<file path="src/rtl/text_pkg.sv">
// Shared definitions for the text tile cursor controller: op codes, screen size
// defaults, FSM state encoding and the {y,x} tile RAM address packing.
package text_pkg;

  localparam logic [2:0] OP_NOP   = 3'd0;
  localparam logic [2:0] OP_WRITE = 3'd1;
  localparam logic [2:0] OP_UP    = 3'd2;
  localparam logic [2:0] OP_DOWN  = 3'd3;
  localparam logic [2:0] OP_LEFT  = 3'd4;
  localparam logic [2:0] OP_RIGHT = 3'd5;
  localparam logic [2:0] OP_CLEAR = 3'd6;
  localparam logic [2:0] OP_HOME  = 3'd7;

  localparam int MAX_X_DEF = 80;
  localparam int MAX_Y_DEF = 30;

  typedef enum logic {
    ST_IDLE  = 1'b0,
    ST_CLEAR = 1'b1
  } state_t;

  function automatic logic [11:0] pack_addr(input logic [4:0] y, input logic [6:0] x);
    return {y, x};
  endfunction

endpackage

</file>
<file path="src/rtl/cursor_wrap_counter.sv">
// X/Y modulo position counter with increment/decrement/clear controls and an
// optional carry from an x wrap into y (raster advance).
module cursor_wrap_counter
  import text_pkg::*;
#(
  parameter int MAX_X = MAX_X_DEF,
  parameter int MAX_Y = MAX_Y_DEF
) (
  input  logic       clk,
  input  logic       reset,
  input  logic       clr_i,
  input  logic       x_inc_i,
  input  logic       x_dec_i,
  input  logic       y_inc_i,
  input  logic       y_dec_i,
  input  logic       carry_i,
  output logic [6:0] x_o,
  output logic [4:0] y_o
);

  localparam logic [6:0] X_LAST = 7'(MAX_X - 1);
  localparam logic [4:0] Y_LAST = 5'(MAX_Y - 1);

  logic [6:0] x_q, x_d;
  logic [4:0] y_q, y_d;
  logic       x_wrap;

  // Wrap by explicit compare so non-power-of-two sizes never reach unused codes.
  function automatic logic [4:0] y_next(input logic [4:0] y);
    return (y == Y_LAST) ? 5'd0 : y + 5'd1;
  endfunction

  function automatic logic [4:0] y_prev(input logic [4:0] y);
    return (y == 5'd0) ? Y_LAST : y - 5'd1;
  endfunction

  always_comb begin
    x_d    = x_q;
    y_d    = y_q;
    x_wrap = 1'b0;
    if (clr_i) begin
      x_d = '0;
      y_d = '0;
    end else begin
      if (x_inc_i) begin
        if (x_q == X_LAST) begin
          x_d    = '0;
          x_wrap = 1'b1;
        end else begin
          x_d = x_q + 7'd1;
        end
      end else if (x_dec_i) begin
        x_d = (x_q == 7'd0) ? X_LAST : x_q - 7'd1;
      end
      if (y_inc_i || (carry_i && x_wrap)) begin
        y_d = y_next(y_q);
      end else if (y_dec_i) begin
        y_d = y_prev(y_q);
      end
    end
  end

  always_ff @(posedge clk or posedge reset) begin
    if (reset) begin
      x_q <= '0;
      y_q <= '0;
    end else begin
      x_q <= x_d;
      y_q <= y_d;
    end
  end

  assign x_o = x_q;
  assign y_o = y_q;

endmodule

</file>
<file path="src/rtl/text_cursor_ctrl.sv">
// Command sequencer for the 80x30 text tile RAM: cursor moves, character writes
// and a blocking clear sweep. Cursor blinking is built only with CURSOR_BLINK_EN.
module text_cursor_ctrl
  import text_pkg::*;
#(
  parameter int         MAX_X      = MAX_X_DEF,
  parameter int         MAX_Y      = MAX_Y_DEF,
  parameter logic [6:0] BLANK_CHAR = 7'h00,
  parameter int         BLINK_DIV  = 25_000_000
) (
  input  logic        clk,
  input  logic        reset,
  input  logic        cmd_valid,
  output logic        cmd_ready,
  input  logic [2:0]  cmd_op,
  input  logic [6:0]  cmd_char,
  output logic        wr_en,
  output logic [11:0] wr_addr,
  output logic [6:0]  wr_data,
  output logic [6:0]  cur_x,
  output logic [4:0]  cur_y,
  output logic        busy,
  output logic        cursor_on
);

  state_t      state_q;
  logic        wr_en_q;
  logic [11:0] wr_addr_q;
  logic [6:0]  wr_data_q;
  logic        busy_q;
  logic        accept;
  logic [6:0]  sx;
  logic [4:0]  sy;
  logic        sweep_last;

  assign cmd_ready  = (state_q == ST_IDLE);
  assign accept     = cmd_valid && cmd_ready;
  assign sweep_last = (sx == 7'(MAX_X - 1)) && (sy == 5'(MAX_Y - 1));

  cursor_wrap_counter #(.MAX_X(MAX_X), .MAX_Y(MAX_Y)) u_cursor (
    .clk     (clk),
    .reset   (reset),
    .clr_i   (accept && ((cmd_op == OP_HOME) || (cmd_op == OP_CLEAR))),
    .x_inc_i (accept && ((cmd_op == OP_WRITE) || (cmd_op == OP_RIGHT))),
    .x_dec_i (accept && (cmd_op == OP_LEFT)),
    .y_inc_i (accept && (cmd_op == OP_DOWN)),
    .y_dec_i (accept && (cmd_op == OP_UP)),
    .carry_i (cmd_op == OP_WRITE),
    .x_o     (cur_x),
    .y_o     (cur_y)
  );

  // Sweep position is reset on CLEAR entry and walks the screen in raster order.
  cursor_wrap_counter #(.MAX_X(MAX_X), .MAX_Y(MAX_Y)) u_sweep (
    .clk     (clk),
    .reset   (reset),
    .clr_i   (accept && (cmd_op == OP_CLEAR)),
    .x_inc_i (state_q == ST_CLEAR),
    .x_dec_i (1'b0),
    .y_inc_i (1'b0),
    .y_dec_i (1'b0),
    .carry_i (1'b1),
    .x_o     (sx),
    .y_o     (sy)
  );

  always_ff @(posedge clk or posedge reset) begin
    if (reset) begin
      state_q   <= ST_IDLE;
      wr_en_q   <= 1'b0;
      wr_addr_q <= '0;
      wr_data_q <= '0;
      busy_q    <= 1'b0;
    end else begin
      wr_en_q <= 1'b0;
      case (state_q)
        ST_IDLE: begin
          if (cmd_valid) begin
            case (cmd_op)
              OP_WRITE: begin
                wr_en_q   <= 1'b1;
                wr_addr_q <= pack_addr(cur_y, cur_x);
                wr_data_q <= cmd_char;
              end
              OP_CLEAR: begin
                state_q <= ST_CLEAR;
                busy_q  <= 1'b1;
              end
              default: ;
            endcase
          end
        end
        ST_CLEAR: begin
          wr_en_q   <= 1'b1;
          wr_addr_q <= pack_addr(sy, sx);
          wr_data_q <= BLANK_CHAR;
          if (sweep_last) begin
            state_q <= ST_IDLE;
            busy_q  <= 1'b0;
          end
        end
        default: state_q <= ST_IDLE;
      endcase
    end
  end

  assign wr_en   = wr_en_q;
  assign wr_addr = wr_addr_q;
  assign wr_data = wr_data_q;
  assign busy    = busy_q;

`ifdef CURSOR_BLINK_EN
  localparam int BW = (BLINK_DIV > 1) ? $clog2(BLINK_DIV) : 1;

  logic [BW-1:0] blink_cnt_q;
  logic          cursor_on_q;
  logic          blink_hold;

  // Typing, moving or clearing keeps the cursor solid and restarts the period.
  assign blink_hold = (state_q == ST_CLEAR) ||
                      (accept && (cmd_op != OP_NOP));

  always_ff @(posedge clk or posedge reset) begin
    if (reset) begin
      blink_cnt_q <= '0;
      cursor_on_q <= 1'b1;
    end else if (blink_hold) begin
      blink_cnt_q <= '0;
      cursor_on_q <= 1'b1;
    end else if (blink_cnt_q == BW'(BLINK_DIV - 1)) begin
      blink_cnt_q <= '0;
      cursor_on_q <= ~cursor_on_q;
    end else begin
      blink_cnt_q <= blink_cnt_q + 1'b1;
    end
  end

  assign cursor_on = cursor_on_q;
`else
  // BLINK_DIV only matters when blinking is built in; the cursor is always shown.
  assign cursor_on = 1'b1 | (BLINK_DIV == 0);
`endif

endmodule

</file>
<file path="config.mk">
export PLATFORM = sky130hd
export DESIGN_NAME = text_cursor_ctrl
export DESIGN_NICKNAME = d
export VERILOG_FILES = /design/src/rtl/text_pkg.sv /design/src/rtl/cursor_wrap_counter.sv /design/src/rtl/text_cursor_ctrl.sv
export SDC_FILE = /design/constraint.sdc
export NUM_CORES = 1
export LEC_CHECK = 0
export BUFFER_PORTS_ARGS = -buffer_cell sky130_fd_sc_hd__clkbuf_2
export CORE_ASPECT_RATIO = 0.6
export CORE_UTILIZATION = 55
export DETAILED_ROUTE_END_ITERATION = 6
export GPL_ROUTABILITY_DRIVEN = 1
export PLACE_DENSITY = 0.79
export RECOVER_POWER = 100
export SLEW_MARGIN = 25
export SYNTH_ARGS = -nofsm -noshare
export SYNTH_HDL_FRONTEND = slang
export SYNTH_HIERARCHICAL = 1
export SYNTH_SLANG_ARGS = --single-unit
</file>
<file path="constraint.sdc">
create_clock -name clk -period 5 [get_ports clk]
set_clock_uncertainty 0.15 [all_clocks]
set_input_delay 0.25 -clock clk [delete_from_list [all_inputs] [get_ports clk]]
set_output_delay 0.25 -clock clk [all_outputs]
set_load 0.02 [all_outputs]
</file>
==> results of run 1 <==
cells by family (layout without fill, tap and decap cells):
kind of cell / after synthesis / in the layout / share of synthesized area (%)
xor+xnor: 8 / 8 / 2.14
other cells: 2 / 16 / 0.230
mux: 32 / 32 / 12.1
simple gates: 108 / 108 / 20.7
fa+ha+maj: 10 / 10 / 3.82
buf+inv: 43 / 79 / 7.84
compound gates: 71 / 71 / 18.0
flops: 46 / 46 / 35.2
path summary, 6_finish.rpt:
check                                              end  depth (start not counted)                    from  slack, ns
setup / recovery           u_cursor/y_o[3]$_DFFE_PP0P_                          5       state_q$_DFF_PP0_       1.53
max in group asynchronous             busy$_DFFE_PP0P_                          3                   reset       3.62
hold reg to reg                 wr_addr[7]$_DFFE_PP0P_                          1  wr_addr[7]$_DFFE_PP0P_       0.35
min in group asynchronous  u_cursor/y_o[1]$_DFFE_PP0P_                          3                   reset       0.39
setup reg to reg           u_cursor/y_o[3]$_DFFE_PP0P_                          5       state_q$_DFF_PP0_       1.53
hold / removal                  wr_data[3]$_DFFE_PP0P_                          2             cmd_char[3]       0.02
metrics by stage:
step / std cells / setup WS, ns / power (mW) / utilization, % / hold WS, ns
finish: 450 / 1.53 / 1.93 / 61.2 / 0.0192
global route: 450 / 1.16 / 2.08 / 61.2 / 0.00460
CTS: 450 / 1.59 / 2.03 / 63.6 / 0.0135
detailed placement: 441 / 1.62 / 1.80 / 61.9 / 0.165
global placement: 441 / 1.72 / 1.76 / 61.9 / 0.163
floorplan: 334 / 2.58 / 1.58 / - / -0.0353
worst max-delay path: cells and delay by family, from the launching register on:
kind	cells	cell delay (ns)
AO/OA/AOI/OAI	2	0.79
flip-flops	1	0.74
AND/OR/NAND/NOR	3	1.69
power groups by stage:
stage / Combinational, mW / Clock, mW / Sequential [mW]
after floorplan: 0.804 / 0 / 0.772
after global placement: 0.947 / 0 / 0.813
after detailed placement: 0.974 / 0 / 0.822
after CTS: 0.977 / 0.236 / 0.816
after global routing: 0.977 / 0.253 / 0.853
final: 0.886 / 0.229 / 0.814
layout by cell type (no fill, tap or decap), types with 4 or more instances in the layout:
| cell | n |
|---|---|
| a211oi_1 | 5 |
| a21oi_1 | 12 |
| a22o_1 | 8 |
| a31oi_1 | 6 |
| clkbuf_1 | 38 |
| clkbuf_2 | 11 |
| clkbuf_8 | 5 |
| conb_1 | 16 |
| dfrtp_1 | 46 |
| ha_1 | 10 |
| inv_1 | 21 |
| mux2_1 | 12 |
| mux2_2 | 13 |
| mux2i_1 | 7 |
| nand2_1 | 10 |
| nand3_1 | 14 |
| nand3b_1 | 4 |
| nand4_1 | 4 |
| nor2_1 | 25 |
| nor3_1 | 9 |
| nor4b_1 | 5 |
| o21ai_0 | 6 |
| xnor2_1 | 4 |
| xor2_1 | 4 |
area by class of cell:
| class | count | share of cell area (%) |
|---|---|---|
| Multi-Input combinational cell | 245 | 53.0 |
| Sequential cell | 46 | 33.3 |
| Timing Repair Buffer | 49 | 5.90 |
| Tap cell | 80 | 2.90 |
| Inverter | 22 | 2.39 |
| Clock buffer | 6 | 2.10 |
| Clock inverter | 2 | 0.398 |
flip-flops by register name, indices dropped and copies added, names as in the netlist:
register	cells
state_q	1
wr_addr	12
u_sweep/y_o	5
busy	1
u_sweep/x_o	7
u_cursor/x_o	7
wr_en	1
wr_data	7
u_cursor/y_o	5
routing by layer:
metal  routed length, um  vias to the layer above  track usage, %
met3                 410                        2            4.70
met4                  21                        0            6.42
li1                    -                     1271               -
met1                3570                     1266            34.4
met2                3130                       87            37.8
met5                   0                        -               0
==> flow_metrics.py, run 1 <==
metrics = {
    "clock_tree": {
        "cts_setup_buffers": 0,
        "clk-insertion-delay-late_ns": 0.30,
        "ctsHtreeMaxLevel": 2,
        "cts.sinks": 46,
        "cts_buffer_depth": 2,
        "clk_pin_slew_ns": 0.09,
        "cts_tree": "built",
        "cts-buffers-inserted": 5,
        "hold_buffers": 1,
        "cts-root-buf": "clkbuf_8",
        "cts_resized": 0,
    },
    "outcome": {
        "status": "finished, final reports clean",
    },
    "floorplanning": {
        "rows": 21,
        "die_h_um": 61.7,
        "start_util_pct": 57.9,
        "dieArea_mm2": 0.00627,
        "io_pins": 48,
        "core_mm2": 0.00565,
        "dieWidth_um": 102,
    },
    "pwr": {
        "power_density_mw_per_mm2": 558,
        "cellInternalPower_mw": 1.02,
        "power_switching_uw": 908,
        "leakage_nw": 1.45,
        "vdd_ir_drop_max_v": 0.000285,
        "power.share.switching_pct": 47.1,
        "clockPowerShare_pct": 11.9,
        "p_seq_share_pct": 42.2,
        "combPwrFrac_pct": 45.9,
    },
    "final_layout": {
        "fin_nets": 392,
        "fin_area_mm2": 0.00346,
        "seq_area_mm2": 0.00115,
        "fill_cells": 523,
        "diodes": 0,
        "multi_input_area_mm2": 0.00183,
        "drive_gt1_share_pct": 12.2,
        "syn2layout_area_growth_pct": 5.62,
    },
    "global_route": {
        "grt_pass1_vias": 2356,
        "grt_overflow": 0,
        "grt_pass1_wl_um": 11400,
        "grt_start_max_net_pins": 31,
        "grt_antenna_before_repair": 0,
        "gr-usage-all-layers_pct": 24.0,
    },
    "setup_path": {
        "cp.arrival_ns": 3.52,
        "cp.required_ns": 5.05,
        "crit_type": "register to register",
        "crit_path_end_kind": "register",
        "path_cells": "or3b_1 -> nor2_1 -> and4_1 -> a41oi_1 -> o41ai_1",
        "crit_slowest_cell": "dfrtp_1",
        "start_kind": "register",
        "crit_fanout": 30,
        "slowest_delay_ns": 0.74,
    },
    "synth": {
        "yosysWarnings": 6,
        "syn_area_per_cell_um2": 10.2,
        "synth_top_area_share_pct": 35.2,
        "yosysMostFrequentCell": "dfrtp_1",
        "yosysTopAreaCell": "dfrtp_1",
        "netlist_instances": 320,
        "synth_common_cells": "dfrtp_1, nor2_1, inv_1, nand3_1, mux2_2",
        "ys.flop_type": "dfrtp_1",
        "synthesis.area_mm2": 0.00327,
        "synth-seq-cells": 46,
        "seq_area_frac_synth_pct": 35.2,
        "synthDistinctLibCells": 78,
        "synth_edf_count": 0,
        "async_flop_share_pct": 100,
        "ys_top_cells_by_area": "dfrtp_1, mux2_4, mux2_2",
    },
    "sta": {
        "worst-slew-pin-transition_ns": 1.07,
        "fin_setup_tns_ns": 0,
        "slew_headroom_pct": 28.7,
        "fin_crit_sh_pct": 69.5,
        "slew_viol_final": 0,
        "rsz0062_at_grt": "false",
        "max_freq_mhz": 288,
        "setup-violations-final": 0,
        "fin_crit_ns": 3.47,
        "hold_viol": 0,
    },
    "placed_design": {
        "gp_congestion": 0.871,
        "placed_cell_area_mm2": 0.00350,
        "portBuffers": 46,
        "post-dp-hpwl_um": 5160,
    },
    "routing": {
        "drc_errors": 0,
        "routed_wl_um": 7140,
        "via_per_inst": 5.84,
        "wl_per_cell_um": 15.9,
        "first_iter_violations": 271,
        "ant_nets": 0,
        "vias": 2626,
        "dr.pass1.iters": 4,
    },
    "run": {
        "cap_violations": 0,
    },
    "hold_path": {
        "hold_path.class": "input pin to register",
    },
}
No activity file was read; power rests on OpenSTA's default activity.
==> inputs of run 2 (changes only) <==
Clock period 5 ns to 3.5 ns, I/O delays scaled along.
==> run 2 against run 1 <==
Compared with the run above: core utilization up 1.4 points; die area unchanged; sequential share of layout area down 0.74 points; sequential power up 39%; setup slack worse by 0.92 ns; worst hold slack better by 0.25 ns; combinational power up 47%; flip-flop and latch count unchanged; largest power group unchanged.
==> flow_metrics.py, run 2 (synthesized netlist as in run 1, its figures left out) <==
metrics = {
    "hold_path": {
        "hold-path-endpoint": "u_cursor/y_o[0]$_DFFE_PP0P_",
        "hold_path.class": "input pin to register",
        "hold-path-cell-count": 4,
        "hold_start": "cmd_op[0]",
    },
    "setup_path": {
        "crit_path_end_kind": "register",
        "crit_slowest_cell": "or3b_1",
        "cp.arrival_ns": 2.93,
        "cp_num_buf_inv": 1,
        "r2r_slack_ns": 0.61,
        "start_kind": "register",
        "rr_worst_depth": 6,
        "cp.required_ns": 3.53,
        "reg2reg_from": "state_q$_DFF_PP0_",
        "crit_type": "register to register",
        "critical_path.top_delay_family": "simple AND/OR/NAND/NOR gates",
        "r2r_end": "u_cursor/y_o[3]$_DFFE_PP0P_",
        "path_cells": "or3b_1 -> nor2_1 -> clkbuf_1 -> and4_1 -> a41oi_1 -> o41ai_1",
        "crit_fanout": 13,
        "slowest_delay_ns": 0.45,
    },
    "global_route": {
        "grt_overflow": 0,
        "grt_pass1_wl_um": 11500,
        "gr-usage-all-layers_pct": 24.3,
        "grt_start_max_net_pins": 30,
        "grt_antenna_before_repair": 0,
        "grt_pass1_vias": 2270,
    },
    "final_layout": {
        "final_core_util_pct": 62.6,
        "syn2layout_area_growth_pct": 8.03,
        "diodes": 0,
        "fin_area_mm2": 0.00353,
        "layout_commonest_cell": "dfrtp_1",
        "fin_nets": 402,
        "layout.cells.non_filler": 460,
        "largest_reg_flops": 12,
        "mostFrequentLayoutCells": "dfrtp_1, clkbuf_1, nor2_1, inv_1, conb_1",
        "drive_gt1_share_pct": 11.6,
    },
    "run": {
        "cap_violations": 0,
    },
    "clock_tree": {
        "cts_buffer_depth": 2,
        "cts_tree": "built",
        "cts.sinks": 46,
        "cts_setup_buffers": 0,
        "cts-buffers-inserted": 5,
        "hold_buffers": 8,
        "ctsHtreeMaxLevel": 2,
        "clk-insertion-delay-late_ns": 0.30,
        "cts-root-buf": "clkbuf_8",
        "clk_pin_slew_ns": 0.08,
        "cts_resized": 0,
    },
    "sta": {
        "hold_viol": 0,
        "rsz0062_at_grt": "false",
        "fin_crit_ns": 2.89,
        "slew_viol_final": 0,
        "max_freq_mhz": 346,
        "fin_crit_sh_pct": 82.7,
        "worst-slew-pin-transition_ns": 1.10,
        "slew_headroom_pct": 26.7,
        "fin_ws_ns": 0.606,
        "fin_setup_tns_ns": 0,
        "setup-violations-final": 0,
    },
    "routing": {
        "dr.pass1.iters": 6,
        "first_iter_violations": 175,
        "via_per_inst": 5.90,
        "routed_wl_um": 7380,
        "wl_per_cell_um": 16.0,
        "ant_nets": 0,
        "vias": 2713,
        "drc_errors": 0,
    },
    "placed_design": {
        "placed_cell_area_mm2": 0.00352,
        "portBuffers": 46,
        "place_ws_ns": 1.04,
        "gp_congestion": 0.876,
        "dp.cells": 444,
        "post-dp-hpwl_um": 5150,
    },
    "floorplanning": {
        "core_mm2": 0.00565,
        "dieWidth_um": 102,
        "io_pins": 48,
        "rows": 21,
        "dieArea_mm2": 0.00627,
        "die_h_um": 61.7,
        "start_util_pct": 57.9,
    },
    "outcome": {
        "status": "finished, final reports clean",
    },
    "pwr": {
        "power_density_mw_per_mm2": 797,
        "vdd_ir_drop_max_v": 0.000433,
        "leakage_nw": 1.50,
    },
}
## run 2: tightest hold or removal path: cells and delay by family
kind / cells / cell delay (ns)
compound gates: 1 / 0.08
buf+inv: 1 / 0.12
simple gates: 2 / 0.29
## run 2: power breakdown
group	leakage (nW)	switching [mW]	internal [mW]
clock	0.0524	0.177	0.214
combinational	0.868	0.703	0.595
sequential	0.579	0.401	0.729
## run 2: area by class of cell
cell class	count	area (um^2)
fillers	526	2110
multi-input cells	245	1800
flip-flops and latches	46	1150
repair buffers	59	293
well taps	80	100
inverters	22	82.6
clock buffers	7	76.3
clock inverters	1	30.0
## run 2: how the worst max path moves through the flow
| stage | slack [ns] | startpoint | endpoint | cells after the start |
|---|---|---|---|---|
| 2_1_floorplan | 1.08 | state_q$_DFF_PP0_ | u_cursor/y_o[0]$_DFFE_PP0P_ | 8 |
| 3_3_place_gp | 1.11 | state_q$_DFF_PP0_ | u_cursor/y_o[0]$_DFFE_PP0P_ | 7 |
| 3_5_place_dp | 1.04 | state_q$_DFF_PP0_ | u_cursor/y_o[0]$_DFFE_PP0P_ | 7 |
| 4_1_cts | 1.02 | state_q$_DFF_PP0_ | u_cursor/y_o[0]$_DFFE_PP0P_ | 7 |
| 5_1_grt | 0.51 | state_q$_DFF_PP0_ | u_cursor/y_o[0]$_DFFE_PP0P_ | 7 |
| 6_report | 0.61 | state_q$_DFF_PP0_ | u_cursor/y_o[3]$_DFFE_PP0P_ | 6 |
## run 2: metal layers
layer / GRT usage (%) / wire length (um)
met5: 0 / 0
met2: 37.5 / 3170
met1: 35.9 / 3610
met4: 5.59 / 51
met3: 4.25 / 553
## run 2: metrics by stage
stage	hold WS (ns)	power, mW
floorplan	-0.110	2.25
finish	0.272	2.82
CTS	0.214	2.97
global route	0.288	3.03
global placement	0.0832	2.52
detailed placement	0.0973	2.56
